<file path="src/rtl/quadrature_input_filter.sv">
// Encoder front end: synchronises A/B/Z, filters glitches with a programmable
// persistence count, decodes quadrature into step/dir/err pulses, Avalon-MM status.
module quadrature_input_filter (
   input  logic        csi_MCLK_clk,
   input  logic        rsi_MRST_reset,
   input  logic [31:0] avs_ctrl_writedata,
   output logic [31:0] avs_ctrl_readdata,
   input  logic [3:0]  avs_ctrl_byteenable,
   input  logic [2:0]  avs_ctrl_address,
   input  logic        avs_ctrl_write,
   input  logic        avs_ctrl_read,
   output logic        avs_ctrl_waitrequest,
   input  logic        A,
   input  logic        B,
   input  logic        Z,
   output logic        A_o,
   output logic        B_o,
   output logic        Z_o,
   output logic        step_o,
   output logic        dir_o,
   output logic        err_o
);

   localparam logic [31:0] ID_VALUE = 32'hEA68_0004;

   logic            r_en;
   logic [7:0]      r_flt;
   logic [2:0]      r_s1;
   logic [2:0]      r_s2;
   logic [2:0]      r_f;
   logic [2:0][7:0] r_cnt;
   logic [1:0]      r_prev;
   logic            r_step;
   logic            r_dir;
   logic            r_err;
   logic [15:0]     r_errcnt;
   logic [31:0]     r_stepcnt;
   logic [31:0]     r_rdata;

   logic            w_ctrl_wr;
   logic            w_clr;
   logic [1:0]      w_cur;
   logic [1:0]      w_chg;
   logic            w_step;
   logic            w_err;
   logic            w_fwd;
   logic [31:0]     w_rdata;
   logic            w_unused;

   assign w_ctrl_wr = avs_ctrl_write && (avs_ctrl_address == 3'd1);
   assign w_clr     = w_ctrl_wr && avs_ctrl_byteenable[0] && avs_ctrl_writedata[1];
   assign w_unused  = ^{avs_ctrl_writedata[31:16], avs_ctrl_writedata[7:2], avs_ctrl_byteenable[3:2]};

   // Control register; CLR is not stored, it acts only on the write cycle
   always_ff @(posedge csi_MCLK_clk or posedge rsi_MRST_reset) begin
      if (rsi_MRST_reset) begin
         r_en  <= 1'b0;
         r_flt <= 8'd4;
      end else begin
         if (w_ctrl_wr && avs_ctrl_byteenable[0]) r_en  <= avs_ctrl_writedata[0];
         if (w_ctrl_wr && avs_ctrl_byteenable[1]) r_flt <= avs_ctrl_writedata[15:8];
      end
   end

   // Two-flop synchronisers for the raw pins, bit order {Z,B,A}
   always_ff @(posedge csi_MCLK_clk or posedge rsi_MRST_reset) begin
      if (rsi_MRST_reset) begin
         r_s1 <= 3'b000;
         r_s2 <= 3'b000;
      end else begin
         r_s1 <= {Z, B, A};
         r_s2 <= r_s1;
      end
   end

   // Persistence filter: s2 must disagree with f for FLT+1 edges before f follows
   always_ff @(posedge csi_MCLK_clk or posedge rsi_MRST_reset) begin
      if (rsi_MRST_reset) begin
         r_f   <= 3'b000;
         r_cnt <= '0;
      end else begin
         for (int i = 0; i < 3; i++) begin
            if (!r_en) begin
               r_f[i]   <= r_s2[i];
               r_cnt[i] <= 8'd0;
            end else if (r_s2[i] == r_f[i]) begin
               r_cnt[i] <= 8'd0;
            end else if (r_cnt[i] >= r_flt) begin
               r_f[i]   <= r_s2[i];
               r_cnt[i] <= 8'd0;
            end else begin
               r_cnt[i] <= r_cnt[i] + 8'd1;
            end
         end
      end
   end

   assign w_cur = {r_f[0], r_f[1]};
   assign w_chg = w_cur ^ r_prev;
   // For a single-bit change, forward exactly when new A differs from old B
   assign w_fwd = w_cur[1] ^ r_prev[0];

   // Classify the filtered AB change since the previous cycle
   always_comb begin
      w_step = 1'b0;
      w_err  = 1'b0;
      if (r_en) begin
         case (w_chg)
            2'b01, 2'b10: w_step = 1'b1;
            2'b11:        w_err  = 1'b1;
            default:      w_step = 1'b0;
         endcase
      end else begin
         w_step = 1'b0;
         w_err  = 1'b0;
      end
   end

   // Decoder outputs and event counters; CLR wins over a same-cycle increment
   always_ff @(posedge csi_MCLK_clk or posedge rsi_MRST_reset) begin
      if (rsi_MRST_reset) begin
         r_prev    <= 2'b00;
         r_step    <= 1'b0;
         r_dir     <= 1'b0;
         r_err     <= 1'b0;
         r_errcnt  <= 16'd0;
         r_stepcnt <= 32'd0;
      end else begin
         r_prev <= w_cur;
         r_step <= w_step;
         r_err  <= w_err;
         if (w_step) r_dir <= w_fwd;
         if (w_clr) begin
            r_errcnt  <= 16'd0;
            r_stepcnt <= 32'd0;
         end else begin
            if (w_step) r_stepcnt <= r_stepcnt + 32'd1;
            if (w_err && (r_errcnt != 16'hFFFF)) r_errcnt <= r_errcnt + 16'd1;
         end
      end
   end

   // Register map read mux
   always_comb begin
      w_rdata = 32'd0;
      case (avs_ctrl_address)
         3'd0:    w_rdata = ID_VALUE;
         3'd1:    w_rdata = {16'd0, r_flt, 7'd0, r_en};
         3'd2:    w_rdata = {28'd0, r_dir, r_f[2], r_f[1], r_f[0]};
         3'd3:    w_rdata = {16'd0, r_errcnt};
         3'd4:    w_rdata = r_stepcnt;
         default: w_rdata = 32'd0;
      endcase
   end

   // Registered read data, updated only on a read strobe
   always_ff @(posedge csi_MCLK_clk or posedge rsi_MRST_reset) begin
      if (rsi_MRST_reset) begin
         r_rdata <= 32'd0;
      end else if (avs_ctrl_read) begin
         r_rdata <= w_rdata;
      end
   end

   assign avs_ctrl_readdata    = r_rdata;
   assign avs_ctrl_waitrequest = 1'b0;
   assign A_o                  = r_f[0];
   assign B_o                  = r_f[1];
   assign Z_o                  = r_f[2];
   assign step_o               = r_step;
   assign dir_o                = r_dir;
   assign err_o                = r_err;

endmodule

</file>
<file path="config.mk">
export PLATFORM = sky130hd
export DESIGN_NAME = quadrature_input_filter
export DESIGN_NICKNAME = d
export VERILOG_FILES = /design/src/rtl/quadrature_input_filter.sv
export SDC_FILE = /design/constraint.sdc
export NUM_CORES = 1
export LEC_CHECK = 0
export CORE_MARGIN = 5
export CORE_UTILIZATION = 45
export DETAILED_ROUTE_END_ITERATION = 7
export GPL_TIMING_DRIVEN = 0
export PLACE_DENSITY = 0.78
export SLEW_MARGIN = 20
export SYNTH_ARGS = -nofsm -noshare
export SYNTH_HDL_FRONTEND = slang
export SYNTH_SLANG_ARGS = --single-unit
export TNS_END_PERCENT = 30
</file>
<file path="constraint.sdc">
create_clock -name csi_MCLK_clk -period 6.2 [get_ports csi_MCLK_clk]
set_input_delay 0.62 -clock csi_MCLK_clk [delete_from_list [all_inputs] [get_ports csi_MCLK_clk]]
set_output_delay 0.62 -clock csi_MCLK_clk [all_outputs]
set_load 0.005 [all_outputs]
</file>
==> out/results.ini <==
[logic_synthesis]
synth_edf_count=0
yosysUniqueCellTypes=45
synth_ff_type=dfrtp_1
synthArstFlopShare=1.00
synth_seq_cells=127
yosys_warnings=0
syn_inst=662
mappedNetlistArea_mm2=0.00643
postSynthAreaPerCell_um2=9.71
syn-num-nets=738
seq_area_frac_synth=0.494

[clock_network]
cts_hold_buf=0
clock_latency_ns=0.41
cts_sinks=127
post-cts-setup-buffers=0
clock_path_buffers=2
cts-root-buf=clkbuf_16
ctsResizeCount=0
cts_made_buffers=17
cts_max_level=4
cts_tree=built
cts.clk_slew.worst_paths_ns=0.05

[global_route]
grt_overflow=0
grt_max_degree=76
antenna_found_initial=0
grt_pass1_vias=5082
grt_pass1_wl_mm=25.2
grtUsageTotal=0.190

[sta]
hold_viol=0
setup_tns_ns=0
rsz0062_at_grt=false
min_period_ns=2.67
finClkSkew_ns=0.00529
drv_slew=0
worst_slew_pin_slew_ns=0.724
relSlewSlack=0.513
max_freq_ghz=0.375
setup_viol=0
period_share=0.430

[routing]
drt-total-wl_mm=15.0
firstDrtPassIters=5
via_count=5062
wire_per_inst_um=16.1
final_antenna_net_count=0
drc_errors=0
drt_iter0_drc=386
avgViaCountPerCell=5.44

[cells_and_area]
nFillCells=1199
drive_gt1_frac=0.0692
nets=816
area_growth_pct=22.0
fin_util=0.563
n_antenna_cell=0

[hold_path]
hold_path.class=flip-flop to flip-flop

[setup_path]
worst_setup_path_end_kind=flip-flop
crit_chain=xor2_1 > ha_1 > nand2_1 > inv_2 > a31oi_4 > or3_1 > buf_2 > or4_1 > mux2i_1
cp_num_buf_inv=2
crit_fanout=8
slowest_delay_ns=0.50
cp_slowest_cell=or4_1
required_ns=6.49
startpoint_type=flip-flop
crit_family=simple AND/OR/NAND/NOR gates
worstSetupPathType=flip-flop to flip-flop
arrival_ns=2.96

[placement]
gp_congestion=0.893
dp.final_hpwl_mm=11.0
io_buffer_count=58

[floorplan]
ios=85
die_y_um=130
initial_core_util=0.462
fp-row-count=43
fp.dieW_um=130
core_area_mm2=0.0139
die_area_mm2=0.0168

[power_and_ir_drop]
p_per_area_mw_per_mm2=347
power.leakage_nw=3.39
peakVddDrop_uv=215

[run]
max_cap_violations=0

[outcome]
status=finished, final reports clean

cell usage after synthesis, types with 9 or more instances:
cell type	n	area [um2]
dfrtp_1	126	3150
nor2_1	92	345
inv_1	52	195
nand2_1	46	173
nand3_1	35	175
ha_1	30	375
a21oi_1	28	140
xnor2_1	28	245
xor2_1	26	228
o22ai_1	21	131
o21ai_0	20	100
and3_1	16	100
clkbuf_1	14	52.6
mux2_2	13	146
mux2i_1	13	130
nor3_1	13	65.1
nand4_1	11	68.8
a211oi_1	9	67.6
cell type report:
| type | count | area (um2) | share of cell area |
|---|---|---|---|
| Sequential cell | 127 | 3180 | 0.405 |
| Multi-Input combinational cell | 465 | 2980 | 0.380 |
| Timing Repair Buffer | 59 | 608 | 0.0775 |
| Clock buffer | 24 | 492 | 0.0627 |
| Tap cell | 180 | 225 | 0.0287 |
| Inverter | 53 | 204 | 0.0260 |
| Clock inverter | 6 | 82.6 | 0.0105 |
| Buffer | 17 | 72.6 | 0.00925 |
cell families after synthesis:
logic type | after synthesis | synth area share
compound gates | 107 | 0.105
xor+xnor | 54 | 0.0735
fa+ha+maj | 30 | 0.0584
buf+inv | 70 | 0.0422
flops | 127 | 0.494
mux | 26 | 0.0430
other cells | 1 | 0.000583
simple gates | 247 | 0.183
path summary, 6_finish.rpt:
path / cells past startpoint / from / end / slack, ns
min in group asynchronous: 2 / rsi_MRST_reset / r_s1[0] / 0.62
worst min register to register: 0 / r_s1[1] / r_s2[1] / 0.35
max in group asynchronous: 3 / rsi_MRST_reset / avs_ctrl_readdata[31] / 4.84
worst max-delay path: 9 / r_f[0] / r_stepcnt[27] / 3.53
worst min-delay path: 0 / r_s1[1] / r_s2[1] / 0.35
worst max register to register: 9 / r_f[0] / r_stepcnt[27] / 3.53
sequential cells by signal, summed over array words and instances, names as in the netlist, 2 cells and up:
| register | count |
|---|---|
| r_prev | 2 |
| r_s1 | 3 |
| r_s2 | 3 |
| r_errcnt | 16 |
| r_flt | 8 |
| avs_ctrl_readdata | 32 |
| r_stepcnt | 32 |
| r_f | 3 |
| r_cnt | 24 |
power by group:
part	internal, mW	total [mW]	leakage, nW	switching (mW)
combinational	0.269	0.559	1.47	0.291
sequential	0.981	1.19	1.63	0.207
clock	0.627	0.971	0.282	0.344
total	1.88	2.72	3.39	0.842
metal layers:
| layer | wire length, um | vias to the layer above | share of wire | GRT usage |
|---|---|---|---|---|
| met2 | 7640 | 127 | 0.51 | 0.329 |
| met4 | 259 | 0 | 0.017 | 0.0556 |
| met3 | 699 | 25 | 0.047 | 0.0466 |
| met5 | 0 | - | 0 | 0 |
| met1 | 6380 | 2441 | 0.43 | 0.238 |
| li1 | - | 2469 | - | - |
layout by cell type, fill, tap and decap left out, types with 6 or more instances in the layout:
cell and instances:
dfrtp_1 126, nor2_1 92, clkdlybuf4s50_1 58, inv_1 51, nand2_1 46, nand3_1 35, ha_1 30, xnor2_1 28
a21oi_1 28, xor2_1 26, o22ai_1 21, o21ai_0 20, clkbuf_1 17, clkbuf_16 17, and3_1 16, nor3_1 13
mux2i_1 13, mux2_2 13, nand4_1 11, a211oi_1 9, or3_1 6, nand2b_1 6, o211ai_1 6
through the flow:
step                hold slack, ns  worst slack [ns]  total power, mW  area (um2)  instances
finish                       0.351              3.53             2.72        7840        931
global route                 0.363              3.38             2.88        7840        931
CTS                          0.352              3.51             2.73        7840        931
detailed placement           0.338              3.22             1.75        7270        901
global placement             0.336             0.504             1.72        7240        900
floorplan                    0.331              2.20             1.51        6430        662
(Power assumes the default switching activity.)
==> RTL change 1: new RTL, config.mk and constraints unchanged <==
Make the reset (`rsi_MRST_reset`) synchronous in 5 clocked blocks.
--- a/src/rtl/quadrature_input_filter.sv
+++ b/src/rtl/quadrature_input_filter.sv
@@ -53,5 +53,5 @@
 
    // Control register; CLR is not stored, it acts only on the write cycle
-   always_ff @(posedge csi_MCLK_clk or posedge rsi_MRST_reset) begin
+   always_ff @(posedge csi_MCLK_clk) begin
       if (rsi_MRST_reset) begin
          r_en  <= 1'b0;
@@ -64,5 +64,5 @@
 
    // Two-flop synchronisers for the raw pins, bit order {Z,B,A}
-   always_ff @(posedge csi_MCLK_clk or posedge rsi_MRST_reset) begin
+   always_ff @(posedge csi_MCLK_clk) begin
       if (rsi_MRST_reset) begin
          r_s1 <= 3'b000;
@@ -75,5 +75,5 @@
 
    // Persistence filter: s2 must disagree with f for FLT+1 edges before f follows
-   always_ff @(posedge csi_MCLK_clk or posedge rsi_MRST_reset) begin
+   always_ff @(posedge csi_MCLK_clk) begin
       if (rsi_MRST_reset) begin
          r_f   <= 3'b000;
@@ -118,5 +118,5 @@
 
    // Decoder outputs and event counters; CLR wins over a same-cycle increment
-   always_ff @(posedge csi_MCLK_clk or posedge rsi_MRST_reset) begin
+   always_ff @(posedge csi_MCLK_clk) begin
       if (rsi_MRST_reset) begin
          r_prev    <= 2'b00;
@@ -155,5 +155,5 @@
 
    // Registered read data, updated only on a read strobe
-   always_ff @(posedge csi_MCLK_clk or posedge rsi_MRST_reset) begin
+   always_ff @(posedge csi_MCLK_clk) begin
       if (rsi_MRST_reset) begin
          r_rdata <= 32'd0;
Function: differs if rsi_MRST_reset is asserted again (counterexample within 4 cycles, from zero or initial values and one cycle with rsi_MRST_reset high); with rsi_MRST_reset held inactive, the same outputs for 4 cycles.
==> RTL change 1 against the original RTL <==
Synthesized area fell by 6.8%; die area fell by 6.2%; cell area fell by 5.6%; sequential cell count did not move; wire length rose by 0.29%; via count rose by 1.9%; setup slack improved by 130 ps; clock skew rose by 3.8 ps.
Power is not compared: it rests on default switching activity, and its combinational part moved more than twofold at a synthesized area within 25%.
==> RTL change 1: results (changes against the original RTL) <==
| Metric | Value |
|---|---|
| Post-synth cell types | `49 (+8.9%)` |
| Fraction of registers with async set/reset | `0% (-100 points)` |
| Path depth of the worst reg2reg path | `8 (-1)` |
| Adder-cell share of the synthesized area | `6.259% (+0.42 points)` |
| CP max-delay cell | `or4_2` |
| CP Data Arrival Time | `2830 ps (-130 ps)` |
| Overall Global Routing Usage | `19.66% (+0.63 points)` |
| Worst r2r src | `r_f[0]` |
| Multi-input gates | `505 (+8.6%)` |
| Grt met3 use | `5.672% (+1.0 points)` |
| GRT met1 Usage | `25.43% (+1.6 points)` |
| Top post-synthesis cells by area | `dfxtp_1, ha_1, nor2_1` |
| Share of cells above drive strength 1 | `5.627% (-1.3 points)` |
| Largest net degree at the start of global routing | `17 (-78%)` |
| GPL Wtd Cong | `0.9196 (+3.0%)` |
| Multi-input logic area | `3196 µm² (+7.2%)` |
| Compound-Gate Fraction of Synth Area | `12.96% (+2.5 points)` |
| Vias in the first global route | `5,033 (-0.96%)` |
| Status | `finished clean` |
| Nets | `846 (+3.7%)` |
| Clock Network Area Fraction | `8.284% (+0.96 points)` |
| Top cells by count, synth | `dfxtp_1, nor2_1, a21oi_1, nand3_1, nor2b_1` |
| WL met2 | `7131 µm (-6.6%)` |
| GR Util met2 | `31.18% (-1.7 points)` |
| Slew @ Worst Pin | `996.6 ps (+272.7 ps)` |
| Port-buffer cells | `57 (-1.7%)` |
| # fillers | `1,174 (-2.1%)` |
| Avg WL per Cell | `15.68 µm (-2.5%)` |
| First-pass GRT wire length | `24,880 µm (-1.1%)` |
| Placed Cells | `927 (+2.9%)` |
| Crit path launch | `r_f[0]` |
| Final cell count without fillers | `958 (+2.9%)` |
| XOR/XNOR Fraction of Synth Area | `8.471% (+1.1 points)` |
[RTL change 1: cell types whose count changed in the layout (fill, tap and decap cells not counted), sizes merged, moves of 13 or more]
cell and delta:
dfxtp +127, dfrtp -126, nor2b +32, inv -24, nand2 -21, o22ai -21, a21oi +18, a22oi +13
[RTL change 1: stage by stage]
step	total power [W]	hold WS (ps)	cell area [µm²]
finish	0.001940	442.1	7401
global route	0.001997	455.3	7401
CTS	0.001951	445.7	7401
detailed placement	0.0009232	431.6	6788
global placement	0.0009229	423.4	6788
floorplan	0.0008845	413.8	5997
[RTL change 1: worst max-delay path by stage]
stage	slack [ps]	endpoint
after floorplan	3940	r_stepcnt[26]
after global placement	3360	avs_ctrl_readdata[20]
after detailed placement	3300	avs_ctrl_readdata[23]
after CTS	3660	r_stepcnt[26]
after global routing	3520	r_stepcnt[26]
final	3670	r_stepcnt[26]
[RTL change 1: worst register-to-register path: cells and delay by family, from the launching register on]
kind	cells	cell delay, ps
XOR/XNOR	1	110
AO/OA/AOI/OAI	1	80
adder cells (fa/ha/maj)	1	290
flip-flops	1	490
AND/OR/NAND/NOR	4	1260
buffers and inverters	1	190
[RTL change 1: kinds of logic after synthesis]
family | Yosys count
DFF | 127
and+or+nand+nor | 286
muxes | 7
other | 1
xor gates and xnor gates | 58
buffers and inverters | 62
adders and majority gates | 30
AOI/OAI and AO/OA | 123
[RTL change 1: power by group]
part            total, W  internal, W  switching, W
sequential      0.000828     0.000823    0.00000505
combinational  0.0000784    0.0000337     0.0000447
clock            0.00103     0.000680      0.000353
total            0.00194      0.00154      0.000402
==> RTL change 2: new RTL, same settings <==
Made on the original files. Put one more register stage on the output `err_o`, without a reset. The value now appears one clock later. The other outputs are not delayed to match.
--- a/src/rtl/quadrature_input_filter.sv
+++ b/src/rtl/quadrature_input_filter.sv
@@ -170,5 +170,7 @@
    assign step_o               = r_step;
    assign dir_o                = r_dir;
-   assign err_o                = r_err;
+   always_ff @(posedge csi_MCLK_clk) begin
+      err_o <= r_err;
+   end
 
 endmodule
Check against the original RTL: not equivalent (a bounded check fails within 10 cycles, from zero or initial values and one cycle with rsi_MRST_reset high).
==> RTL change 2 against the original RTL <==
Global-route usage is 0.56 points lower; wire length grew 0.41%; sequential cell count rose by 1; non-clock buffer count is the same; core utilization fell by 0.15 points; setup slack got worse by 18 ps; synthesized area rose by 0.31%; first-iteration DRC count up 6.2%; total power barely moved; clock power shrank 1%; cell area increased by 0.11%; largest cell class unchanged.
==> RTL change 2: results (changes against the original RTL) <==
| Metric | Value |
|---|---|
| Vias per cell | `5.441 (about the same)` |
| First-pass GRT wire length | `24,540 µm (-2.4%)` |
| Multiplexer area fraction after synthesis | `4.286% (-0.013 points)` |
| Avg WL per Cell | `16.10 µm (about the same)` |
| CP Data Arrival Time | `2980 ps (+20 ps)` |
| Worst hold path type | `flip-flop to flip-flop` |
| Peak supply drop | `0.2312 mV (+7.5%)` |
| Number of DRC markers in iteration 0 | `410 (+6.2%)` |
| Largest net degree at the start of global routing | `79 (+3.9%)` |
| Clock Path Buffers | `2 (unchanged)` |
| Static Leak | `3.387 nW (about the same)` |
| Adder-cell share of the synthesized area | `5.818% (-0.018 points)` |
| Inserted Diodes | `0 (unchanged)` |
| Status | `finished clean` |
| Vias in the first global route | `4,978 (-2.0%)` |
| Critical path capture point | `r_stepcnt[27]` |
| Seq/Total Area, Yosys | `49.59% (+0.16 points)` |
| CP max-delay cell | `or4_1` |
| Syn nets | `739 (+0.14%)` |
| XOR/XNOR Fraction of Synth Area | `7.331% (-0.023 points)` |
| Clock skew | `9.546 ps (+4.261 ps)` |
| Setup Fix Bufs, Post-CTS | `0 (unchanged)` |
| GPL Wtd Cong | `0.8731 (-2.2%)` |
| Worst slack at placement | `3252 ps (+35.66 ps)` |
| Grt met3 use | `4.380% (-0.28 points)` |
| Ys flop type | `dfrtp_1` |
| GRT met1 Usage | `22.58% (-1.2 points)` |
| Final setup margin | `3515 ps (-17.73 ps)` |
| Initial antenna violation count | `0 (unchanged)` |
| Overall Global Routing Usage | `18.48% (-0.56 points)` |
| Crit path launch | `r_f[0]` |
| Nets | `817 (+0.12%)` |
| Fraction of registers with async set/reset | `99.22% (-0.78 points)` |
| Worst r2r src | `r_f[0]` |
| Slew @ Worst Pin | `724.6 ps (+0.7491 ps)` |
| Post-synth cell types | `46 (+2.2%)` |
| Top post-synthesis cells by area | `dfrtp_1, ha_1, nor2_1` |
| Share of cells above drive strength 1 | `6.764% (-0.16 points)` |
| GR Util met2 | `33.00% (+0.13 points)` |
| Delay of the slowest critical-path stage | `500 ps (about the same)` |
| Yosys warnings | `0 (unchanged)` |
| # resized after CTS | `0 (unchanged)` |
| Compound-Gate Fraction of Synth Area | `10.43% (-0.032 points)` |
| Number of CTS-inserted buffers | `17 (unchanged)` |
| # fillers | `1,250 (+4.3%)` |
| Path depth of the worst reg2reg path | `9 (unchanged)` |
| HPWL Detailed | `10,960 µm (-0.47%)` |
## RTL change 2: power breakdown
group | switching, W | total [W] | internal, W
Combinational | 0.000291 | 0.000559 | 0.000268
Clock | 0.000347 | 0.000957 | 0.000610
Sequential | 0.000212 | 0.00120 | 0.000989
Total | 0.000850 | 0.00272 | 0.00187
## RTL change 2: how the worst min path moves through the flow
| stage | from | end | slack, ps | cells past startpoint |
|---|---|---|---|---|
| 6_report | r_err | err_o | 340 | 0 |
| 5_1_grt | r_s1[2] | r_s2[2] | 360 | 0 |
| 4_1_cts | r_err | err_o | 350 | 0 |
| 3_5_place_dp | r_err | err_o | 330 | 0 |
| 3_3_place_gp | r_err | err_o | 330 | 0 |
| 2_1_floorplan | r_err | err_o | 320 | 0 |
## RTL change 2: metrics by stage
stage | total power, W | area (µm²) | cells | hold WS, ps
6_report | 0.002716 | 7853 | 934 | 342.9
5_1_grt | 0.002864 | 7853 | 934 | 361.0
4_1_cts | 0.002727 | 7853 | 934 | 345.1
3_5_place_dp | 0.001762 | 7289 | 902 | 332.1
3_3_place_gp | 0.001734 | 7257 | 901 | 327.6
2_1_floorplan | 0.001523 | 6451 | 663 | 324.2
## RTL change 2: worst max-delay path: cells and delay by family, from the launching register on
| family | cells | cell delay, ps |
|---|---|---|
| DFF | 1 | 480 |
| and+or+nand+nor | 3 | 1010 |
| xor gates and xnor gates | 1 | 200 |
| muxes | 1 | 130 |
| adders and majority gates | 1 | 280 |
| buffers and inverters | 2 | 390 |
| AOI/OAI and AO/OA | 1 | 70 |
## RTL change 2: layout make-up
class | count | area (µm²) | share of cell area (%)
inverter | 53 | 203.9 | 2.597
buffer | 17 | 72.57 | 0.9242
sequential | 128 | 3199 | 40.74
multi-input combinational | 465 | 2980 | 37.95
timing repair buffer | 59 | 608.1 | 7.744
clock inverter | 7 | 87.58 | 1.115
tap | 180 | 225.2 | 2.868
clock buffer | 25 | 475.5 | 6.055
## RTL change 2: logic make-up (layout without fill, tap and decap cells)
| family | after synthesis | after routing |
|---|---|---|
| AND/OR/NAND/NOR | 247 | 247 |
| flip-flops | 128 | 128 |
| AO/OA/AOI/OAI | 107 | 107 |
| buffers and inverters | 70 | 161 |
| XOR/XNOR | 54 | 54 |
| adder cells (fa/ha/maj) | 30 | 30 |
| multiplexers | 26 | 26 |
| other | 1 | 1 |
## RTL change 2: layer usage
metal	vias to the layer above	share of wire, %
li1	2456	-
met1	2480	42
met2	131	52
met3	15	4.6
met4	0	1.5
met5	-	0
